`src/rtl/pwm_pkg.sv`:
```
// Shared PWM definitions: meter FSM states and default widths.
// Used by pwm_duty_meter and pwm_in_sync (filter macro PWM_METER_FILTER_EN).
package pwm_pkg;

    localparam int PWM_CNT_W   = 16;
    localparam int PWM_TIMEOUT = 50000;

    typedef enum logic [1:0] {
        ST_IDLE,
        ST_HIGH,
        ST_LOW,
        ST_STUCK
    } meter_state_t;

endpackage

```
`src/rtl/pwm_in_sync.sv`:
```
// PWM input conditioning: 2-flop sync, optional debounce, edge detect.
// Debounce enabled by defining PWM_METER_FILTER_EN (FILT_LEN samples).
module pwm_in_sync
    import pwm_pkg::*;
#(
    parameter int FILT_LEN = 3
) (
    input  logic clk_main,
    input  logic rst_n,
    input  logic pwm_in,
    output logic lvl,
    output logic rise,
    output logic fall
);

    logic r_sync1;
    logic r_sync2;
    logic r_lvl_d;
    logic w_lvl;

    if (FILT_LEN < 1) begin : g_bad_filt
        $error("FILT_LEN must be at least 1");
    end

    // Two-flop synchronizer for the asynchronous PWM line
    always_ff @(posedge clk_main or negedge rst_n) begin
        if (!rst_n) begin
            r_sync1 <= 1'b0;
            r_sync2 <= 1'b0;
        end else begin
            r_sync1 <= pwm_in;
            r_sync2 <= r_sync1;
        end
    end

`ifdef PWM_METER_FILTER_EN
    localparam int HW = (FILT_LEN > 1) ? FILT_LEN - 1 : 1;

    logic [HW-1:0] r_hist;

    // History of previous synchronized samples for the debounce window
    always_ff @(posedge clk_main or negedge rst_n) begin
        if (!rst_n) begin
            r_hist <= '0;
        end else begin
            r_hist <= (r_hist << 1) | HW'(r_sync2);
        end
    end

    // Accept the new level only when the whole window agrees
    assign w_lvl = (r_hist == {HW{r_sync2}}) ? r_sync2 : r_lvl_d;
`else
    assign w_lvl = r_sync2;
`endif

    // Previous accepted level, the reference for edge detection
    always_ff @(posedge clk_main or negedge rst_n) begin
        if (!rst_n) begin
            r_lvl_d <= 1'b0;
        end else begin
            r_lvl_d <= w_lvl;
        end
    end

    assign lvl  = w_lvl;
    assign rise = w_lvl & ~r_lvl_d;
    assign fall = ~w_lvl & r_lvl_d;

endmodule

```
`src/rtl/pwm_duty_meter.sv`:
```
// PWM period / high-time meter with stuck-line detection.
// Optional input debounce via PWM_METER_FILTER_EN (see pwm_in_sync).
module pwm_duty_meter
    import pwm_pkg::*;
#(
    parameter int CNT_W    = PWM_CNT_W,
    parameter int TIMEOUT  = PWM_TIMEOUT,
    parameter int FILT_LEN = 3
) (
    input  logic             clk_main,
    input  logic             rst_n,
    input  logic             pwm_in,
    output logic             meas_valid,
    output logic [CNT_W-1:0] period_out,
    output logic [CNT_W-1:0] high_out,
    output logic             stuck,
    output logic             stuck_level
);

    localparam logic [CNT_W-1:0] TMO = CNT_W'(TIMEOUT);
    localparam logic [CNT_W-1:0] ONE = CNT_W'(1);

    if (TIMEOUT < 2 || TIMEOUT >= (1 << CNT_W)) begin : g_bad_tmo
        $error("TIMEOUT must satisfy 2 <= TIMEOUT < 2**CNT_W");
    end

    logic             w_lvl;
    logic             w_rise;
    logic             w_fall;
    logic             w_tmo;
    logic             w_publish;
    meter_state_t     r_state;
    meter_state_t     w_state_nxt;
    logic [CNT_W-1:0] r_per_cnt;
    logic [CNT_W-1:0] r_hi_cnt;
    logic [CNT_W-1:0] w_per_nxt;
    logic [CNT_W-1:0] w_hi_nxt;
    logic [CNT_W-1:0] w_per_inc;
    logic [CNT_W-1:0] w_hi_inc;

    pwm_in_sync #(
        .FILT_LEN (FILT_LEN)
    ) u_sync (
        .clk_main (clk_main),
        .rst_n    (rst_n),
        .pwm_in   (pwm_in),
        .lvl      (w_lvl),
        .rise     (w_rise),
        .fall     (w_fall)
    );

    // Counters saturate at TIMEOUT so they can never wrap
    assign w_tmo     = (r_per_cnt >= TMO);
    assign w_per_inc = w_tmo ? TMO : r_per_cnt + ONE;
    assign w_hi_inc  = (r_hi_cnt >= TMO) ? TMO : r_hi_cnt + ONE;

    // Next state, counter updates and publish decision
    always_comb begin
        w_state_nxt = r_state;
        w_per_nxt   = r_per_cnt;
        w_hi_nxt    = r_hi_cnt;
        w_publish   = 1'b0;
        unique case (r_state)
            ST_IDLE: begin
                w_per_nxt = '0;
                w_hi_nxt  = '0;
                if (w_rise) begin
                    w_state_nxt = ST_HIGH;
                    w_per_nxt   = ONE;
                    w_hi_nxt    = ONE;
                end
            end
            ST_HIGH: begin
                if (w_tmo) begin
                    w_state_nxt = ST_STUCK;
                end else if (w_fall) begin
                    w_state_nxt = ST_LOW;
                    w_per_nxt   = w_per_inc;
                end else begin
                    w_per_nxt = w_per_inc;
                    w_hi_nxt  = w_hi_inc;
                end
            end
            ST_LOW: begin
                if (w_rise) begin
                    w_state_nxt = ST_HIGH;
                    w_publish   = 1'b1;
                    w_per_nxt   = ONE;
                    w_hi_nxt    = ONE;
                end else if (w_tmo) begin
                    w_state_nxt = ST_STUCK;
                end else begin
                    w_per_nxt = w_per_inc;
                end
            end
            ST_STUCK: begin
                w_per_nxt = '0;
                w_hi_nxt  = '0;
                if (w_rise) begin
                    w_state_nxt = ST_HIGH;
                    w_per_nxt   = ONE;
                    w_hi_nxt    = ONE;
                end
            end
            default: begin
                w_state_nxt = ST_IDLE;
                w_per_nxt   = '0;
                w_hi_nxt    = '0;
            end
        endcase
    end

    // State and counter registers
    always_ff @(posedge clk_main or negedge rst_n) begin
        if (!rst_n) begin
            r_state   <= ST_IDLE;
            r_per_cnt <= '0;
            r_hi_cnt  <= '0;
        end else begin
            r_state   <= w_state_nxt;
            r_per_cnt <= w_per_nxt;
            r_hi_cnt  <= w_hi_nxt;
        end
    end

    // Published results hold between strobes; stuck flags follow the FSM
    always_ff @(posedge clk_main or negedge rst_n) begin
        if (!rst_n) begin
            meas_valid  <= 1'b0;
            period_out  <= '0;
            high_out    <= '0;
            stuck       <= 1'b0;
            stuck_level <= 1'b0;
        end else begin
            meas_valid  <= w_publish;
            stuck       <= (w_state_nxt == ST_STUCK);
            stuck_level <= (w_state_nxt == ST_STUCK) & w_lvl;
            if (w_publish) begin
                period_out <= r_per_cnt;
                high_out   <= r_hi_cnt;
            end
        end
    end

endmodule

```
`config.mk`:
```
export PLATFORM = sky130hd
export DESIGN_NAME = pwm_duty_meter
export DESIGN_NICKNAME = d
export VERILOG_FILES = /design/src/rtl/pwm_pkg.sv /design/src/rtl/pwm_in_sync.sv /design/src/rtl/pwm_duty_meter.sv
export SDC_FILE = /design/constraint.sdc
export NUM_CORES = 1
export LEC_CHECK = 0
export BUFFER_PORTS_ARGS = -buffer_cell sky130_fd_sc_hd__buf_4
export CORE_ASPECT_RATIO = 1.2
export CORE_UTILIZATION = 40
export CTS_BUF_LIST = sky130_fd_sc_hd__clkbuf_16
export CTS_CLUSTER_SIZE = 40
export DETAILED_ROUTE_END_ITERATION = 6
export SLEW_MARGIN = 20
export SYNTH_ARGS = -nofsm -noshare
export SYNTH_HDL_FRONTEND = slang
export SYNTH_SLANG_ARGS = --single-unit
```
`constraint.sdc`:
```
create_clock -name clk_main -period 3.42 [get_ports clk_main]
set_input_delay 0.513 -clock clk_main [delete_from_list [all_inputs] [get_ports clk_main]]
set_output_delay 0.513 -clock clk_main [all_outputs]
set_load 0.02 [all_outputs]
```
==> results of run 1 <==
==> report_power, final <==
| part | leakage [nW] | switching [W] | internal, W | total [W] |
|---|---|---|---|---|
| registers | 0.990 | 0.0000628 | 0.000917 | 0.000980 |
| logic | 0.759 | 0.000357 | 0.000202 | 0.000560 |
| clock network | 0.132 | 0.000331 | 0.000549 | 0.000881 |
==> layout by cell type (no fill, tap or decap), drive strengths merged <==
cell,count
or4,1
o21ai,16
or2,1
o211ai,4
and4,4
nor2b,2
nand4,5
nand2,21
nor3b,4
clkinv,3
and2,1
nor2,31
a21oi,12
inv,13
a22oi,2
and3,9
clkinvlp,1
a22o,3
nand3,8
a31oi,6
o221ai,1
bufinv,1
clkbuf,9
nor3,11
a221o,6
nor4b,3
a2bb2oi,1
a221oi,3
o22ai,1
buf,39
o31ai,1
o2111ai,1
dfrtp,72
ha,7
o21a,4
nor4,4
o32ai,1
mux2,27
xnor2,14
==> cell type report <==
class                   count  area (sq um)  share of cell area [%]
clock buffers               9           225                    5.51
clock inverters             5          50.0                    1.23
inverters                  13          48.8                    1.19
multi-input cells         215          1520                    37.3
flip-flops and latches     72          1800                    44.1
well taps                 114           143                    3.49
repair buffers             39           293                    7.17
==> layer usage <==
layer / up-vias / share of wire, % / track usage, % / wire, microns
li1: 1207 / - / - / -
met2: 60 / 48 / 28.2 / 3340
met1: 1255 / 47 / 21.9 / 3340
met5: - / 0 / 0 / 0
met4: 0 / 1.4 / 8.33 / 97
met3: 8 / 3.7 / 3.73 / 261
==> worst max-delay path by stage <==
stage / from / end / cells after the start
final: r_state[1] / r_hi_cnt[0] / 6
after global routing: r_state[1] / r_hi_cnt[9] / 6
after CTS: r_state[1] / r_hi_cnt[10] / 6
after detailed placement: r_state[1] / r_hi_cnt[10] / 6
after global placement: r_state[1] / stuck_level / 7
after floorplan: r_state[1] / r_hi_cnt[13] / 6
==> sequential cells by signal, summed over array words and instances (netlist names) <==
name            count
high_out           16
meas_valid          1
period_out         16
r_hi_cnt           16
r_per_cnt          16
r_state             2
stuck               1
stuck_level         1
u_sync.lvl          1
u_sync.r_lvl_d      1
u_sync.r_sync1      1
==> kinds of logic after synthesis <==
family | Yosys count | share of synthesized area [%]
xor+xnor | 14 | 3.59
buf+inv | 23 | 2.71
fa+ha+maj | 7 | 2.56
simple gates | 105 | 16.8
mux | 27 | 8.89
flops | 72 | 52.7
compound gates | 62 | 12.8
==> metrics by stage <==
stage / hold slack (ps) / instance area, sq um / cells
floorplan: 217 / 3420 / 310
global placement: 335 / 3810 / 453
detailed placement: 335 / 3810 / 453
CTS: 284 / 4090 / 467
global route: 288 / 4090 / 467
finish: 296 / 4090 / 467
==> summary.md, run 1 <==
| Metric | Value |
|---|---|
| Clock skew | `approximately 6.4 ps` |
| Setup CP Type | `reg -> reg` |
| Total CTS buffers | `9` |
| # rows | `36` |
| Port Buf Inserts | `37` |
| Hold buffer count at cts | `0` |
| Largest cells by area after synthesis | `dfrtp_1 (53%), mux2_2 (8.6%), xnor2_1 (3.6%)` |
| Crit path largest cell delay | `around 600 ps` |
| Cells after Synth | `310` |
| R2R Setup Slk | `approximately 1300 ps` |
| Number of I/O pins | `38` |
| Max Slew Vio Count | `0` |
| Synthesis-stage register bit count | `72` |
| First-pass GRT wire length | `between 10 and 15 mm` |
| Req. time, crit path | `3620 ps` |
| Gpl congestion | `roughly 0.83` |
| Diode count | `0` |
| Unrepaired setup endpoints after global routing | `false` |
| Vias per cell | `5.42` |
| Area share of the largest cell type after synthesis | `between 50% and 60%` |
| Post-synthesis cell area | `3420 sq um` |
| Remaining Overflow, GRT | `0` |
| Area grow syn2layout | `19.5%` |
| Worst-case reg-to-reg path depth | `6` |
| Power per cell area | `a little under 600 nW/um^2` |
| Hold path depth | `1` |
| Pre-Repair DR Iteration Count | `4` |
| CTS clk-pin slew, worst paths | `approximately 50 ps` |
| Status | `completed` |
| Period utilization | `61.6%` |
| Share of layout cells above drive strength 1 | `between 20 and 25%` |
| Setup_tns | `0 ps` |
| Die width | `between 80 and 90 microns` |
| Net Count, Synth | `between 300 and 400` |
| Die Ht | `slightly above 100 microns` |
| CTS sink cnt | `about 70` |
| Leakage Power | `approximately 1.9 nW` |
| Clock Latency Late Sink | `between 300 and 400 ps` |
| Element type at the critical path end | `flip-flop` |
| Antenna-violating nets left | `0` |
| Area of the core | `slightly above 8000 sq um` |
| Arrival @ worst endpoint | `~2300 ps` |
| # setup viols final | `0` |
| Ys async rst share | `100%` |
| Post-CTS Setup Bufs | `0` |
| Drt first-iter violations | `around 160` |
| Most common cell in the synthesized netlist | `dfrtp_1` |
| CTS root buf | `clkbuf_16` |
| Worst path cell trace | `inv_1, ha_1, a21oi_1, o21ai_0, nor2_4, mux2_1` |
| Routed WL | `slightly above 7 mm` |
| Slowest CP cell | `o21ai_0` |
| DRC | `0` |
| Pre-CTS WS | `roughly 1400 ps` |
| Crit Reg-Reg Endpoint | `r_hi_cnt[0]` |
| Worst Hold Path EP | `u_sync.r_sync1` |
| Overall routing resource usage | `~17%` |
| Most frequent cells after synthesis | `dfrtp_1 (72), nor2_1 (29), mux2_2 (26)` |
| Crit path time final | `roughly 2100 ps` |
| Relative slew slack | `roughly 40%` |
| Peak VDD IR | `0.281 mV` |
| Critical path's top delay family | `compound AO/OA/AOI/OAI gates` |
| Min-delay src | `pwm_in` |
| Worst-margin pin slew | `around 900 ps` |
| Max FO, Critical Path | `7` |
| Nets | `360` |
| Synth Warn # | `0` |
| DR vias | `around 2.5k` |
| HP Class | `in -> reg` |
| Main synth FF type | `dfrtp_1` |
| Post-synthesis area per instance | `approximately 11 sq um` |
| Pwr Total | `approximately 0.0024 W` |
| Startpoint Class | `flip-flop` |
| Sequential area share after synthesis | `roughly 53%` |
| Final worst setup slack | `between 1000 and 1500 ps` |
| CTS tree | `done` |
| Drt wl/cell | `roughly 15 microns` |
| FF-to-FF Start | `r_state[1]` |
| Vias in the first global route | `between 2k and 2.5k` |
| Final core occ | `49.8%` |
| Antenna violations before repair | `0` |
| Post-CTS sizing | `0` |
| Number of distinct library cells after synthesis | `48` |
| Largest net degree at the start of global routing | `73` |
| CTS max path bufs | `2` |
| Sum of buffers and inverters on the critical path | `1` |
| Final Hold Viols | `0` |
| Peak Freq | `~470 MHz` |
| Post-synth EDFFs | `0` |
| Area leader, netlist | `dfrtp_1` |
| H-tree lvl count | `3` |
| # fillers | `766` |
| Dpl hpwl | `approximately 4.7 mm` |
| Max Cap Viol | `0` |
| Total Die Area | `just under 9000 sq um` |
| Initial core utilization | `a little over two fifths` |
Power figures use the tool's default switching activity.
==> run 2, diff against run 1 <==
==> constraint.sdc (replaced) <==
create_clock -name clk_main -period 1.9 [get_ports clk_main]
set_input_delay 0.285 -clock clk_main [delete_from_list [all_inputs] [get_ports clk_main]]
set_output_delay 0.285 -clock clk_main [all_outputs]
set_load 0.02 [all_outputs]
==> run 2 against run 1 <==
  * Utilization is 4.5 points higher
  * Global-route usage rose by 0.93 points
  * Via count is 2.8% higher
  * Combinational power increased by 130%
  * Cell area grew 9.0%
  * Non-clock buffer count rose by 38
  * Critical endpoint is now stuck_level
==> summary.md, run 2 (synthesized netlist as in run 1, its figures left out) <==
| Metric | Value |
|---|---|
| Status | `completed` |
| Pre-Repair DR Iteration Count | `4` |
| Most used routing layer | `met2` |
| Commonest non-fill, non-tap cell in the layout | `buf_4` |
| Pre-CTS WS | `about 75 ps` |
| Worst-margin pin slew | `approximately 460 ps` |
| Antenna violations before repair | `0` |
| Clock Latency Late Sink | `330 ps` |
| Nets | `398` |
| Drt first-iter violations | `120` |
| Crit path time final | `1800 ps` |
| Worst-case reg-to-reg path depth | `6` |
| Antenna-violating nets left | `0` |
| Max Slew Vio Count | `0` |
| Final worst setup slack | `around 100 ps` |
| CTS root buf | `clkbuf_16` |
| Period utilization | `a little over nine tenths` |
| CP endpoint | `stuck_level` |
| Relative slew slack | `approximately 70%` |
| FF-to-FF Start | `r_state[0]` |
| Most frequent cells in the layout | `buf_4 (74), dfrtp_1 (72), nor2_1 (28), mux2_2 (26), nand2_1 (20)` |
| Setup crit start | `r_state[0]` |
| Area of the core | `around 8200 sq um` |
| Leakage Power | `between 2 and 2.5 nW` |
| Diode count | `0` |
| CTS sink cnt | `72` |
| Non-Filler Instances | `roughly 500` |
| Placed cell areas | `between 4000 and 5000 sq um` |
| Met3 Track Usage GR | `between 4 and 5%` |
| Peak VDD IR | `a little over 0.5 mV` |
| DRC | `0` |
| Vias in the first global route | `around 2.5k` |
| # setup viols final | `0` |
| Vias per cell | `slightly above 5` |
| Share of layout cells above drive strength 1 | `33.9%` |
| Crit Reg-Reg Endpoint | `stuck_level` |
| Power per cell area | `about 1100 nW/um^2` |
| # rows | `36` |
| Critical path's top delay family | `simple AND/OR/NAND/NOR gates` |
| Dpl hpwl | `5.31 mm` |
| Dpl cells | `490` |
| Max Cap Viol | `0` |
| Largest net degree at the start of global routing | `48` |
| Crit path largest cell delay | `roughly 530 ps` |
| Die width | `approximately 86 microns` |
| CTS tree | `done` |
| Met1 GRT Util | `approximately a quarter` |
| Worst path cell trace | `inv_1, ha_2, nor3_1, or4_1, a21oi_2, and2_1` |
| Stages on worst setup path | `6` |
| HP Class | `in -> reg` |
| Area grow syn2layout | `30.3%` |
| Die Ht | `~100 microns` |
| First-pass GRT wire length | `roughly 12 mm` |
| Initial core utilization | `41.7%` |
| Number of I/O pins | `38` |
| H-tree lvl count | `3` |
| Element type at the critical path end | `flip-flop` |
| Overall routing resource usage | `18.2%` |
| Max FO, Critical Path | `5` |
| WHS | `between 60 and 70 ps` |
| Met2 Use GR | `~30%` |
| Routed WL | `between 7 and 8 mm` |
| Gpl congestion | `approximately 0.90` |
| CTS clk-pin slew, worst paths | `~50 ps` |
| DR vias | `~2.6k` |
| Total CTS buffers | `9` |
| Final Hold Viols | `0` |
| CTS max path bufs | `2` |
| Drt wl/cell | `around 15 microns` |
| Startpoint Class | `flip-flop` |
| Req. time, crit path | `roughly 2200 ps` |
| Total Die Area | `about 9000 sq um` |
| Peak Freq | `between 500 and 600 MHz` |
| Post-route cell area | `around 4500 sq um` |
| Slowest CP cell | `or4_1` |
| Sum of buffers and inverters on the critical path | `1` |
| Arrival @ worst endpoint | `2060 ps` |
| Remaining Overflow, GRT | `0` |
| Clock skew | `4.68 ps` |
| Setup CP Type | `reg -> reg` |
| R2R Setup Slk | `about 100 ps` |
| Port Buf Inserts | `37` |
| # fillers | `between 700 and 800` |
-- run 2: power breakdown --
part	switching, W	total [W]	internal [W]
Combinational	0.000727	0.00127	0.000539
Sequential	0.0000856	0.00174	0.00165
Clock	0.000625	0.00176	0.00114
-- run 2: how the worst min path moves through the flow --
stage	from	to	slack (ps)	cells after the start
floorplan	rst_n	high_out[0]	-10	0
finish	pwm_in	u_sync.r_sync1	70	1
global route	pwm_in	u_sync.r_sync1	60	1
global placement	rst_n	high_out[0]	220	1
CTS	pwm_in	u_sync.r_sync1	60	1
detailed placement	rst_n	high_out[0]	220	1
-- run 2: metal layers --
metal / wire [microns] / vias up
met2: 3490 / 44
li1: - / 1278
met1: 3600 / 1273
met3: 257 / 6
met4: 80 / 0
met5: 0 / -
-- run 2: cell type report --
class	count	area (sq um)	share of cell area [%]
tap	114	143	3.20
timing repair buffer	77	606	13.6
clock inverter	6	85.1	1.91
multi-input combinational	215	1540	34.7
clock buffer	9	225	5.06
sequential	72	1800	40.5
inverter	13	48.8	1.10
-- run 2: through the flow --
stage          total power, W  util (%)  TNS (ps)
2_1_floorplan         0.00248         -         0
3_3_place_gp          0.00300      50.2         0
3_5_place_dp          0.00301      50.2         0
4_1_cts               0.00479      54.1         0
5_1_grt               0.00503      54.3     -6.42
6_report              0.00476      54.3         0
-- run 2: repair_timing --
| action | in CTS | in global routing |
|---|---|---|
| setup buffers | 0 | 0 |
| endpoints found under the setup margin | 0 | 7 |
| gates resized for setup | 0 | 5 |
| endpoints found under the hold margin | 25 | 0 |
| hold buffers | 1 | 0 |
-- run 2: worst register-to-register path: stages, from the launching register on --
cell and delay [ps]:
dfrtp_1 410, inv_1 70, ha_2 360, nor3_1 70
or4_1 530, a21oi_2 170, and2_1 130
==> run 3, diff against run 2 <==
--- a/config.mk
+++ b/config.mk
@@ -6,6 +6,7 @@
 export NUM_CORES = 1
 export LEC_CHECK = 0
 export BUFFER_PORTS_ARGS = -buffer_cell sky130_fd_sc_hd__buf_4
+export CAP_MARGIN = 20
 export CORE_ASPECT_RATIO = 1.2
 export CORE_UTILIZATION = 40
 export CTS_BUF_LIST = sky130_fd_sc_hd__clkbuf_16
@@ -14,4 +15,5 @@
 export SLEW_MARGIN = 20
 export SYNTH_ARGS = -nofsm -noshare
 export SYNTH_HDL_FRONTEND = slang
+export SYNTH_HIERARCHICAL = 1
 export SYNTH_SLANG_ARGS = --single-unit
==> run 3 against run 2 <==
  * The flow now finishes with violations (negative setup slack)
  * Worst setup slack worse by 200 ps
  * Clock-buffer cell count unchanged
  * Sequential power hardly changed
  * Critical path type unchanged
  * Critical endpoint is now r_hi_cnt[13]
  * Highest routed layer unchanged
==> summary.md, run 3 <==
| Metric | Value |
|---|---|
| Status | `finished, violations left` |
| Failing checks | `negative setup slack` |
| Nets | `around 440` |
| Antenna-violating nets left | `0` |
| Clock skew | `roughly 5.4 ps` |
| Net Count, Synth | `between 300 and 400` |
| Non-Filler Instances | `between 500 and 600` |
| Area of the core | `roughly 8000 sq um` |
| Port Buf Inserts | `37` |
| Final worst setup slack | `-97.6 ps` |
| Ys async rst share | `100%` |
| Max FO, Critical Path | `7` |
| Die width | `between 80 and 90 microns` |
| CTS max path bufs | `2` |
| Peak VDD IR | `0.531 mV` |
| Unrepaired setup endpoints after global routing | `true` |
| Gpl congestion | `around 0.91` |
| Total Die Area | `roughly 9000 sq um` |
| Area share of the largest cell type after synthesis | `a little over half` |
| Period utilization | `105%` |
| H-tree lvl count | `3` |
| Worst path cell trace | `or4_4, a211oi_4, o21bai_4, or4b_1, o21ai_1` |
| Post-synth EDFFs | `0` |
| Initial core utilization | `a little over two fifths` |
| Pre-Repair DR Iteration Count | `4` |
| # setup viols final | `14` |
| # fillers | `about 730` |
| Most common cell in the synthesized netlist | `dfrtp_1` |
| Most frequent cells in the layout | `buf_4 (94), dfrtp_1 (72), nand2_1 (30), nor2_1 (23), mux2_2 (22)` |
| Diode count | `0` |
| First-pass GRT wire length | `13.6 mm` |
| Share of layout cells above drive strength 1 | `about 38%` |
| Most frequent cells after synthesis | `dfrtp_1 (72), nand2_1 (30), nor2_1 (24)` |
| Crit path time final | `approximately 2000 ps` |
| Remaining Overflow, GRT | `0` |
| Cells after Synth | `about 330` |
| Dpl hpwl | `around 6 mm` |
| CTS sink cnt | `72` |
| Startpoint Class | `flip-flop` |
| Largest cells by area after synthesis | `dfrtp_1 (52%), mux2_2 (7.2%), nand2_1 (3.3%)` |
| Pre-CTS WS | `-177 ps` |
| Sequential area share after synthesis | `between 50% and 60%` |
| Relative slew slack | `between 60% and 70%` |
| Post-synthesis area per instance | `roughly 10 sq um` |
| Synthesis-stage register bit count | `72` |
| Area grow syn2layout | `36.4%` |
| Drt first-iter violations | `between 100 and 150` |
| CTS root buf | `clkbuf_16` |
| Final Hold Viols | `0` |
| Commonest non-fill, non-tap cell in the layout | `buf_4` |
| Req. time, crit path | `2160 ps` |
| DR vias | `2860` |
| Number of I/O pins | `38` |
| Final core occ | `about 57%` |
| CTS tree | `done` |
| Largest net degree at the start of global routing | `39` |
| # rows | `36` |
| Dpl cells | `around 520` |
| Post-synthesis cell area | `approximately 3400 sq um` |
| Die Ht | `103 microns` |
| Pwr Total | `just under 0.005 W` |
| Drt wl/cell | `15.3 microns` |
| Vias per cell | `between 5 and 6` |
| Main synth FF type | `dfrtp_1` |
| Synth Warn # | `6` |
| Clock Latency Late Sink | `340 ps` |
| Crit path largest cell delay | `~540 ps` |
| Worst-margin pin slew | `about 520 ps` |
| Number of distinct library cells after synthesis | `51` |
| HP Class | `in -> reg` |
| Sum of buffers and inverters on the critical path | `0` |
| Leakage Power | `about 2.3 nW` |
| Overall routing resource usage | `about a fifth` |
| Element type at the critical path end | `flip-flop` |
| DRC | `0` |
| Vias in the first global route | `roughly 2.8k` |
| Arrival @ worst endpoint | `around 2300 ps` |
| Critical path's top delay family | `simple AND/OR/NAND/NOR gates` |
| CTS clk-pin slew, worst paths | `around 60 ps` |
| Area leader, netlist | `dfrtp_1` |
| Routed WL | `a little over 8 mm` |
| Total CTS buffers | `9` |
| Max Cap Viol | `0` |
| Max Slew Vio Count | `0` |
| Antenna violations before repair | `0` |
| Setup_tns | `-448 ps` |
| Peak Freq | `501 MHz` |
| Setup CP Type | `reg -> reg` |
| Power per cell area | `between 1000 and 1500 nW/um^2` |
| Slowest CP cell | `or4_4` |
## run 3: cells by family (layout without fill, tap and decap cells)
kind of cell / Yosys count / count (layout) / share of synthesized area (%)
DFF: 72 / 72 / 52.5
buffers and inverters: 32 / 133 / 4.19
muxes: 23 / 23 / 7.51
adders and majority gates: 7 / 7 / 2.55
and+or+nand+nor: 104 / 104 / 15.2
AOI/OAI and AO/OA: 79 / 79 / 15.2
xor gates and xnor gates: 11 / 11 / 2.81
## run 3: layer usage
metal / vias up / wire (microns) / GRT usage [%] / share of wire (%)
li1: 1353 / - / - / -
met1: 1427 / 3500 / 23.5 / 42
met2: 53 / 4340 / 34.3 / 52
met3: 27 / 170 / 3.49 / 2.0
met4: 0 / 278 / 12.4 / 3.4
met5: - / 0 / 0 / 0
## run 3: worst paths after layout
path                                      from        endpoint  slack [ps]  cells after the start
worst max-delay path             r_per_cnt[13]    r_hi_cnt[13]        -100                      5
worst min-delay path                    pwm_in  u_sync/r_sync1          60                      1
worst max register to register   r_per_cnt[13]    r_hi_cnt[13]        -100                      5
worst min register to register  u_sync/r_sync1      u_sync/lvl         350                      0
max in group asynchronous                rst_n    r_hi_cnt[11]         860                      3
min in group asynchronous                rst_n  period_out[15]         470                      2
## run 3: final cells by class
class                   instances  area, sq um  share of cell area [%]
clock buffers                   9          225                    4.81
inverters                      17         63.8                    1.36
well taps                     114          143                    3.05
repair buffers                101          801                    17.1
clock inverters                 6         62.6                    1.34
flip-flops and latches         72         1800                    38.5
multi-input cells             224         1580                    33.8
## run 3: timing repair
item	in CTS	in global routing
endpoints found under the hold margin	37	0
pin swaps	0	3
gates cloned	0	0
buffers inserted	2	2
hold buffers	1	0
resized for setup	11	14
setup endpoints to repair	19	25
## run 3: stage by stage
step	hold slack [ps]	cell area, sq um
6_report	57.0	4680
5_1_grt	47.0	4680
4_1_cts	49.0	4610
3_5_place_dp	299	4250
3_3_place_gp	296	4250
2_1_floorplan	-10.6	3440
## run 3: power breakdown
group	leakage, nW	switching (W)	total (W)	internal (W)
combinational	1.17	0.000842	0.00156	0.000713
sequential	0.990	0.0000830	0.00174	0.00165
clock	0.139	0.000645	0.00165	0.00100
## run 3: worst register-to-register path, cell delays in order, from the launching register on
cell	delay [ps]
dfrtp_1	400
or4_4	540
a211oi_4	230
o21bai_4	130
or4b_1	520
o21ai_1	90
